**config.mk**
```make
export PLATFORM = sky130hd
export DESIGN_NAME = prv32_divider
export DESIGN_NICKNAME = d
export VERILOG_FILES = /design/src/rtl/prv32_divider.sv
export SDC_FILE = /design/constraint.sdc
export NUM_CORES = 1
export LEC_CHECK = 0
export ABC_AREA = 1
export BUFFER_PORTS_ARGS = -buffer_cell sky130_fd_sc_hd__buf_2
export CORE_MARGIN = 4
export CORE_UTILIZATION = 47
export CTS_BUF_LIST = sky130_fd_sc_hd__clkbuf_8 sky130_fd_sc_hd__clkbuf_16
export DETAILED_ROUTE_END_ITERATION = 8
export PLACE_DENSITY_LB_ADDON = 0.2
export SETUP_SLACK_MARGIN = 0.1
export SYNTH_ARGS = -nofsm -noshare
export SYNTH_HDL_FRONTEND = slang
export SYNTH_SLANG_ARGS = --single-unit
export TNS_END_PERCENT = 50
```
**constraint.sdc**
```tcl
create_clock -name clk -period 2.1 [get_ports clk]
set_clock_uncertainty 0.15 [all_clocks]
set_input_delay 0 -clock clk [delete_from_list [all_inputs] [get_ports clk]]
set_output_delay 0 -clock clk [all_outputs]
set_load 0.05 [all_outputs]
```
**src/rtl/prv32_divider.sv**
```systemverilog
// prv32_divider: iterative radix-2 restoring divider for RV32M DIV/DIVU/REM/REMU.
// One quotient bit is produced per clock. Divide-by-zero and signed overflow
// bypass the iteration and complete one edge after acceptance. Operands are
// taken on a valid/ready handshake and the result is returned on a second
// valid/ready handshake.
module prv32_divider #(
   parameter int WIDTH = 32
) (
   input  logic             clk,
   input  logic             rst_n,
   input  logic             flush,
   input  logic             in_valid,
   output logic             in_ready,
   input  logic [1:0]       op,
   input  logic [WIDTH-1:0] a,
   input  logic [WIDTH-1:0] b,
   output logic             out_valid,
   input  logic             out_ready,
   output logic [WIDTH-1:0] result
);

   localparam int               CW        = $clog2(WIDTH);
   localparam logic [CW-1:0]    CNT_LAST  = CW'(WIDTH - 1);
   localparam logic [CW-1:0]    CNT_ZERO  = {CW{1'b0}};
   localparam logic [CW-1:0]    CNT_ONE   = {{(CW-1){1'b0}}, 1'b1};
   localparam logic [WIDTH-1:0] ALL_ZERO  = {WIDTH{1'b0}};
   localparam logic [WIDTH-1:0] ALL_ONES  = {WIDTH{1'b1}};
   localparam logic [WIDTH-1:0] MOST_NEG  = {1'b1, {(WIDTH-1){1'b0}}};

   typedef enum logic [1:0] {
      S_IDLE   = 2'd0,
      S_DIVIDE = 2'd1,
      S_FIX    = 2'd2,
      S_DONE   = 2'd3
   } state_t;

   // Magnitude of an operand; the most negative value maps to the unsigned
   // value 2^(WIDTH-1), which is exactly what the two's complement gives.
   function automatic logic [WIDTH-1:0] magnitude(input logic [WIDTH-1:0] x,
                                                  input logic             is_signed);
      logic [WIDTH-1:0] m;
      if (is_signed && x[WIDTH-1]) begin
         m = ALL_ZERO - x;
      end else begin
         m = x;
      end
      return m;
   endfunction

   // Conditional two's complement negation used in the sign fix-up step.
   function automatic logic [WIDTH-1:0] apply_sign(input logic [WIDTH-1:0] x,
                                                   input logic             neg);
      logic [WIDTH-1:0] v;
      if (neg) begin
         v = ALL_ZERO - x;
      end else begin
         v = x;
      end
      return v;
   endfunction

   state_t             state_r;
   state_t             state_s;
   logic               in_ready_r;
   logic               in_ready_s;
   logic               out_valid_r;
   logic               out_valid_s;

   logic               is_rem_r;
   logic               neg_quo_r;
   logic               neg_rem_r;
   logic [WIDTH-1:0]   dvsr_r;
   logic [WIDTH-1:0]   quo_r;
   logic [WIDTH:0]     rem_r;
   logic [CW-1:0]      cnt_r;
   logic [WIDTH-1:0]   result_r;

   logic               accept_s;
   logic               is_signed_s;
   logic               div_zero_s;
   logic               overflow_s;
   logic               special_s;
   logic [WIDTH-1:0]   special_res_s;
   logic [WIDTH+1:0]   shifted_s;
   logic [WIDTH+1:0]   diff_s;
   logic               step_ok_s;
   logic [WIDTH:0]     rem_next_s;
   logic [WIDTH-1:0]   quo_next_s;
   logic [WIDTH-1:0]   fix_res_s;

   assign in_ready  = in_ready_r;
   assign out_valid = out_valid_r;
   assign result    = result_r;

   // Operand decode: acceptance, special-case detection and their results.
   always_comb begin
      accept_s      = in_valid & in_ready_r & ~flush;
      is_signed_s   = ~op[0];
      div_zero_s    = (b == ALL_ZERO);
      overflow_s    = is_signed_s & (a == MOST_NEG) & (b == ALL_ONES);
      special_s     = div_zero_s | overflow_s;
      special_res_s = ALL_ZERO;
      if (div_zero_s) begin
         if (op[1]) begin
            special_res_s = a;
         end else begin
            special_res_s = ALL_ONES;
         end
      end else begin
         if (op[1]) begin
            special_res_s = ALL_ZERO;
         end else begin
            special_res_s = MOST_NEG;
         end
      end
   end

   // One restoring step: shift in the next dividend bit and trial-subtract.
   // The shifted remainder carries a spare top bit so the borrow is visible.
   always_comb begin
      shifted_s  = {rem_r, quo_r[WIDTH-1]};
      diff_s     = shifted_s - {2'b00, dvsr_r};
      step_ok_s  = ~diff_s[WIDTH+1];
      rem_next_s = shifted_s[WIDTH:0];
      quo_next_s = {quo_r[WIDTH-2:0], 1'b0};
      if (step_ok_s) begin
         rem_next_s = diff_s[WIDTH:0];
         quo_next_s = {quo_r[WIDTH-2:0], 1'b1};
      end else begin
         rem_next_s = shifted_s[WIDTH:0];
         quo_next_s = {quo_r[WIDTH-2:0], 1'b0};
      end
   end

   // Sign fix-up of the unsigned quotient or remainder.
   always_comb begin
      fix_res_s = ALL_ZERO;
      if (is_rem_r) begin
         fix_res_s = apply_sign(rem_r[WIDTH-1:0], neg_rem_r);
      end else begin
         fix_res_s = apply_sign(quo_r, neg_quo_r);
      end
   end

   // Next-state and next-handshake decode; flush overrides everything.
   always_comb begin
      state_s = state_r;
      case (state_r)
         S_IDLE: begin
            if (accept_s) begin
               if (special_s) begin
                  state_s = S_DONE;
               end else begin
                  state_s = S_DIVIDE;
               end
            end else begin
               state_s = S_IDLE;
            end
         end
         S_DIVIDE: begin
            if (cnt_r == CNT_ZERO) begin
               state_s = S_FIX;
            end else begin
               state_s = S_DIVIDE;
            end
         end
         S_FIX: begin
            state_s = S_DONE;
         end
         S_DONE: begin
            if (out_ready) begin
               state_s = S_IDLE;
            end else begin
               state_s = S_DONE;
            end
         end
         default: begin
            state_s = S_IDLE;
         end
      endcase
      if (flush) begin
         state_s = S_IDLE;
      end else begin
         state_s = state_s;
      end
      in_ready_s  = (state_s == S_IDLE);
      out_valid_s = (state_s == S_DONE);
   end

   // State register with registered handshake outputs.
   always_ff @(posedge clk or negedge rst_n) begin
      if (!rst_n) begin
         state_r     <= S_IDLE;
         in_ready_r  <= 1'b1;
         out_valid_r <= 1'b0;
      end else begin
         state_r     <= state_s;
         in_ready_r  <= in_ready_s;
         out_valid_r <= out_valid_s;
      end
   end

   // Datapath: operand capture, iteration, fix-up and result hold.
   always_ff @(posedge clk or negedge rst_n) begin
      if (!rst_n) begin
         is_rem_r  <= 1'b0;
         neg_quo_r <= 1'b0;
         neg_rem_r <= 1'b0;
         dvsr_r    <= ALL_ZERO;
         quo_r     <= ALL_ZERO;
         rem_r     <= {(WIDTH+1){1'b0}};
         cnt_r     <= CNT_ZERO;
         result_r  <= ALL_ZERO;
      end else begin
         case (state_r)
            S_IDLE: begin
               if (accept_s) begin
                  is_rem_r  <= op[1];
                  neg_quo_r <= is_signed_s & (a[WIDTH-1] ^ b[WIDTH-1]);
                  neg_rem_r <= is_signed_s & a[WIDTH-1];
                  if (special_s) begin
                     result_r <= special_res_s;
                  end else begin
                     dvsr_r <= magnitude(b, is_signed_s);
                     quo_r  <= magnitude(a, is_signed_s);
                     rem_r  <= {(WIDTH+1){1'b0}};
                     cnt_r  <= CNT_LAST;
                  end
               end
            end
            S_DIVIDE: begin
               rem_r <= rem_next_s;
               quo_r <= quo_next_s;
               if (cnt_r != CNT_ZERO) begin
                  cnt_r <= cnt_r - CNT_ONE;
               end
            end
            S_FIX: begin
               result_r <= fix_res_s;
            end
            S_DONE: begin
               result_r <= result_r;
            end
            default: begin
               result_r <= result_r;
            end
         endcase
      end
   end

endmodule

```
==> run_results.csv, run 1 <==
group,metric,value,unit
die,pin_count,105,
power,power_density,1623,nW/um^2
detailed_routing,drtPass1Iterations,8,
power,clkPwrFrac,9.2,%
detailed_routing,routedWlPerCell,18.00,um
synthesis,ys.flop_type,"dfrtp_1",
power,power,32.97,mW
clock_tree,cts_max_path_buffers,2,
detailed_routing,via_count,17330,
status,outcome,"finished with violations",
die,core,27860,um^2
detailed_routing,routed_wl,57220,um
critical_path,required,2.27,ns
clock_tree,clock_latency,0.44,ns
sta,timing.slew.headroom,57.50,%
global_routing,antenna_found_initial,1,
die,rows,61,
global_routing,grt_pass1_wl,86350,um
global_routing,grt_overflow,0,
critical_path,worstSetupPathType,"reg -> reg",
sta,fmax,420.5,MHz
sta,drv_slew,0,
power,p_int,15.82,mW
synthesis,syn_nets,2375,
synthesis,synthArstFlopShare,100.0,%
clock_tree,cts-root-buf,"clkbuf_16",
synthesis,yosys_warnings,0,
flow_run,cap_violations,0,
clock_tree,clock-sinks,141,
global_routing,grt_max_degree,48,
cells_and_area,nets,2896,
sta,setup_violations,48,
power,power_frac_seq,14.8,%
synthesis,synth_top_area_share,26.35,%
cells_and_area,fin_util,72.91,%
clock_tree,cts_tree,"yes",
die,initial_utilization,47.73,%
cells_and_area,fin_cells,3178,
power,power.share.switching,52.01,%
clock_tree,htree_levels,4,
detailed_routing,vias_per_cell,5.454,
power,power_frac_comb,76.0,%
synthesis,synth_top_cell_by_area,"dfrtp_1",
synthesis,avgSynthCellArea,5.870,um^2
detailed_routing,ant_nets,0,
clock_tree,cts.clk_slew.worst_paths,0.07,ns
synthesis,synth-edff-count,0,
global_routing,grt_usage,35.03,%
die,die_area,31040,um^2
sta,worst_hold_slack,-0.07276,ns
power,leakage,10.54,nW
place,place_ws,-0.4110,ns
synthesis,syn_inst,2265,
power,peakVddDrop,0.0009624,V
synthesis,ys_seq_area_share,26.55,%
sta,min_period,2.378,ns
place,port_buffers,104,
die,fp.dieH,176.2,um
cells_and_area,syn_to_final_growth,52.76,%
synthesis,yosys-top-cells-count,"nand2_1 (754), nand3_1 (312), inv_1 (303)",
place,routabilityCongestion,0.9760,
hold_path,hold_class,"in -> reg",
detailed_routing,drt_iter0_markers,1861,
cells_and_area,drive_above_1_share,32.30,%
place,placed_cells,3035,
sta,finalHoldViolCount,2,
critical_path,crit_path_end_kind,"flip-flop",
clock_tree,cts_buffers,17,
detailed_routing,drc,0,
synthesis,ys_types,41,
synthesis,ys_top_cells_by_area,"dfrtp_1 (26%), nand2_1 (21%), nand3_1 (12%), inv_1 (8.6%), nor2_1 (6.7%)",
die,die_x,176.2,um
global_routing,first_global_vias,16090,
place,dp_hpwl,42520,um
critical_path,worstSetupStartpointType,"flip-flop",
synthesis,synthMostInstantiatedCell,"nand2_1",
power,p_sw,17.15,mW
sta,rsz0062_at_grt,"true",
status,violations,"negative hold slack, negative setup slack",
sta,setup_tns,-9.237,ns
sta,worst_slack,-0.2781,ns
synthesis,synth_area,13300,um^2
critical_path,arrival,2.55,ns
synthesis,ys_ff_latch,141,
sta,post-route-period-util,113.2,%
critical_path,path_max_fanout,8,
sta,worstMarginPinSlew,0.6353,ns
==> metrics by stage <==
stage | instance area, um^2 | hold slack (ns)
finish | 20310 | -0.07276
global route | 20310 | 0.02857
CTS | 18790 | 0.0006090
detailed placement | 16990 | -0.2056
global placement | 16990 | -0.2080
floorplan | 13510 | -0.4456
==> final timing paths <==
kind	startpoint	slack, ns	cells past startpoint	to
min in group asynchronous	rst_n	0.59	4	dvsr_r[4]$_DFFE_PN0P_
min reg2reg	result[22]$_DFFE_PN0P_	0.32	2	result[22]$_DFFE_PN0P_
max	dvsr_r[31]$_DFFE_PN0P_	-0.28	12	rem_r[18]$_DFFE_PN0P_
min	b[27]	-0.07	6	dvsr_r[31]$_DFFE_PN0P_
max in group asynchronous	rst_n	0.87	4	rem_r[0]$_DFFE_PN0P_
max reg2reg	dvsr_r[31]$_DFFE_PN0P_	-0.28	12	rem_r[18]$_DFFE_PN0P_
==> critical path, stage by stage (launching register included) <==
cell and delay (ns):
dfrtp_1 0.36, inv_1 0.11, ha_4 0.22, buf_4 0.14, a21oi_1 0.21, nand3_2 0.16, nor2_4 0.28, nand2_8 0.13
nand2_8 0.13, clkbuf_16 0.17, nand3_2 0.06, nand3_1 0.07, nand2_1 0.06
==> registers in the layout, indices dropped and copies added, names as in the netlist <==
register and cells:
cnt_r 5, quo_r 32, is_rem_r 1, neg_rem_r 1, out_valid 1, state_r 2, neg_quo_r 1, result 32
dvsr_r 32, rem_r 33, in_ready 1
==> final cells by class <==
| cell class | count | area, um^2 |
|---|---|---|
| timing repair buffer | 574 | 4564 |
| multi-input combinational | 1744 | 9975 |
| clock buffer | 17 | 425.4 |
| clock inverter | 15 | 143.9 |
| tap | 378 | 473.0 |
| sequential | 141 | 3537 |
| inverter | 308 | 1191 |
| fill | 2330 | 7546 |
| antenna | 1 | 2.502 |
==> power by group through the flow <==
| stage | clock network [mW] | logic, mW | registers [mW] |
|---|---|---|---|
| after floorplan | 0 | 11.3 | 5.34 |
| after global placement | 0 | 19.9 | 4.71 |
| after detailed placement | 0 | 20.2 | 4.72 |
| after CTS | 3.05 | 21.7 | 4.76 |
| after global routing | 3.16 | 27.2 | 4.97 |
| final | 3.04 | 25.1 | 4.87 |
==> per-layer routing <==
layer / up-vias / routed length [um] / track usage (%)
met5: - / 0 / 0
met2: 804 / 25230 / 53.93
met1: 8131 / 25430 / 51.19
met4: 0 / 1570 / 8.025
li1: 8287 / - / -
met3: 111 / 4984 / 6.574
==> cells by family (layout without fill, tap and decap cells) <==
kind of cell | Yosys count | in the layout | synth area share, %
xor+xnor | 67 | 67 | 4.413
simple gates | 1404 | 1405 | 44.87
other cells | 0 | 1 | 0
fa+ha+maj | 39 | 39 | 3.726
buf+inv | 381 | 914 | 11.29
compound gates | 233 | 233 | 9.156
flops | 141 | 141 | 26.55
==> timing repair <==
item / CTS / global route
hold buffers: 68 / 3
gates cloned: 2 / 2
buffers inserted: 13 / 26
resized for setup: 102 / 355
pin swaps: 29 / 126
endpoints found under the setup margin: 60 / 137
hold endpoints to repair: 206 / 3
==> cells in the final DEF (no fill, tap or decap), drive strengths merged, types with 13 or more instances in the layout <==
cell type,netlist,layout
nand3b,14,14
nand3,314,314
nand4,43,43
nand2,755,756
o21ai,140,140
dlygate4sd3,0,67
clkbuf,38,19
a21oi,70,70
o211ai,13,13
xnor2,26,26
nor2,239,239
ha,38,38
nor3,23,23
xor2,41,41
inv,305,313
dfrtp,140,140
buf,35,505
Power figures use the tool's default switching activity.
==> run 2, diff against run 1 <==
Settings changed: CELL_PAD_IN_SITES_DETAIL_PLACEMENT from default to 1, CELL_PAD_IN_SITES_GLOBAL_PLACEMENT from default to 2, CORE_UTILIZATION 47 to 30.
==> run_results.csv, run 2 (synthesis gave the netlist of run 1 again) <==
group,metric,value,unit
die,die_area,47750,um^2
die,pin_count,105,
clock_tree,clock_latency,0.50,ns
die,initial_utilization,30.60,%
sta,drv_slew,0,
sta,worstMarginPinSlew,0.8497,ns
clock_tree,clock-sinks,141,
clock_tree,htree_levels,4,
power,power_frac_seq,13.9,%
status,violations,"negative hold slack, negative setup slack",
power,p_int,16.98,mW
clock_tree,cts.clk_slew.worst_paths,0.06,ns
place,routabilityCongestion,0.9185,
power,clkPwrFrac,8.5,%
hold_path,hold_class,"in -> reg",
detailed_routing,drc,0,
global_routing,first_global_vias,17960,
critical_path,path_max_fanout,8,
critical_path,arrival,2.64,ns
power,power.share.switching,52.05,%
cells_and_area,seq_area,3553,um^2
clock_tree,cts_tree,"yes",
cells_and_area,regMostFlops,"rem_r",
global_routing,grt_usage,28.11,%
die,rows,76,
power,power_frac_comb,77.6,%
sta,finalHoldViolCount,3,
critical_path,worstSetupStartpointType,"flip-flop",
sta,setup_violations,63,
power,p_sw,18.43,mW
critical_path,crit_path_end_kind,"flip-flop",
clock_tree,cts-root-buf,"clkbuf_16",
die,core,43460,um^2
sta,worst_hold_slack,-0.04060,ns
detailed_routing,drt_iter0_markers,1139,
critical_path,cp-startpoint,"rem_r[3]$_DFFE_PN0P_",
detailed_routing,routed_wl,69510,um
detailed_routing,drtPass1Iterations,5,
critical_path,required,2.33,ns
cells_and_area,final_cell_mix,"nand2_1 (658), buf_4 (405), inv_1 (256)",
sta,min_period,2.403,ns
critical_path,reg2reg_from,"rem_r[3]$_DFFE_PN0P_",
sta,timing.slew.headroom,42.75,%
place,placed_cells,3293,
sta,rsz0062_at_grt,"true",
cells_and_area,fin_util,49.28,%
cells_and_area,fill_cells,5626,
global_routing,grt_pass1_wl,103000,um
cells_and_area,fin_cells,3445,
global_routing,grt_overflow,0,
sta,fmax,416.2,MHz
flow_run,cap_violations,0,
status,outcome,"finished with violations",
global_routing,grt_max_degree,55,
global_routing,antenna_found_initial,3,
cells_and_area,fin_area,21420,um^2
cells_and_area,diodes,0,
clock_tree,cts_max_path_buffers,2,
place,port_buffers,104,
sta,setup_tns,-11.28,ns
die,die_x,218.5,um
cells_and_area,nets,2957,
power,leakage,10.94,nW
hold_path,min_from,"b[28]",
power,power_density,1654,nW/um^2
die,fp.dieH,218.5,um
cells_and_area,multiInputGateArea,10210,um^2
hold_path,worstHoldPathCells,5,
detailed_routing,vias_per_cell,5.084,
power,power,35.42,mW
critical_path,worstSetupPathType,"reg -> reg",
sta,worst_slack,-0.3028,ns
critical_path,r2r_cells,16,
cells_and_area,drive_above_1_share,34.97,%
sta,post-route-period-util,114.4,%
clock_tree,cts_buffers,17,
place,dp_hpwl,53360,um
cells_and_area,syn_to_final_growth,61.07,%
cells_and_area,largest_register_ffs,33,
place,postPlaceCellArea,17690,um^2
detailed_routing,via_count,17520,
cells_and_area,layout_commonest_cell,"nand2_1",
detailed_routing,ant_nets,0,
power,peakVddDrop,0.0006862,V
detailed_routing,routedWlPerCell,20.18,um
## run 2: cell types whose count changed in the layout (fill, tap and decap cells not counted), moves of 7 or more
cell,change
buf_4,+42
nand3_1,-29
nand3_2,+24
dfrtp_1,-13
dfrtp_2,+13
nand2_1,-9
a21oi_1,+7
a21oi_2,-7
dlygate4sd3_1,+7
## run 2: cell type report
class | instances | area share (%)
timing repair buffer | 635 | 24.19
clock buffer | 19 | 2.115
tap | 585 | 3.418
inverter | 308 | 5.579
clock inverter | 13 | 0.4382
sequential | 141 | 16.59
multi-input combinational | 1744 | 47.67
## run 2: worst paths after layout
path	slack, ns	to
worst min-delay path	-0.04	dvsr_r[28]$_DFFE_PN0P_
worst max register to register	-0.30	rem_r[3]$_DFFE_PN0P_
worst min register to register	0.32	result[23]$_DFFE_PN0P_
worst max-delay path	-0.30	rem_r[3]$_DFFE_PN0P_
max in group asynchronous	0.81	quo_r[6]$_DFFE_PN0P_
min in group asynchronous	0.47	dvsr_r[10]$_DFFE_PN0P_
## run 2: per-stage QoR
stage          setup slack [ns]  hold WS [ns]
2_1_floorplan          -0.02424       -0.4456
3_3_place_gp            -0.3994       -0.2474
3_5_place_dp            -0.5488       -0.2417
4_1_cts                 -0.2398      0.007657
5_1_grt                 -0.4121       0.01175
6_report                -0.3028      -0.04060
## run 2: timing repair
action,in CTS,in global routing
cloned,1,8
hold endpoints to repair,210,10
pin swaps,40,155
setup buffers,8,27
resized for setup,168,349
hold buffers,78,10
endpoints found under the setup margin,63,137
## run 2: power by group through the flow
stage	registers [mW]	clock network, mW	logic, mW
2_1_floorplan	5.34	0	11.3
3_3_place_gp	4.74	0	21.5
3_5_place_dp	4.77	0	22.0
4_1_cts	4.84	3.09	23.9
5_1_grt	5.04	3.20	29.7
6_report	4.93	3.02	27.5
## run 2: routing by layer
layer	global-route usage, %	share of wire, %	vias up
met1	39.17	47	8678
li1	-	-	8429
met2	44.48	46	337
met5	0	0	-
met3	5.923	5.4	71
met4	7.162	2.0	0
## run 2: critical path: stages (launching register included)
cell and delay [ns]:
dfrtp_2 0.45, ha_4 0.28, nand2_1 0.08, nand2_2 0.07, inv_2 0.06, nand2_2 0.05
nand2_2 0.06, nand3_2 0.11, nand2_2 0.12, nand2_4 0.09, nand2_8 0.09, nand2_8 0.09
nand2_8 0.17, clkbuf_16 0.18, nand3_2 0.08, nand3_2 0.10, nand2_1 0.05
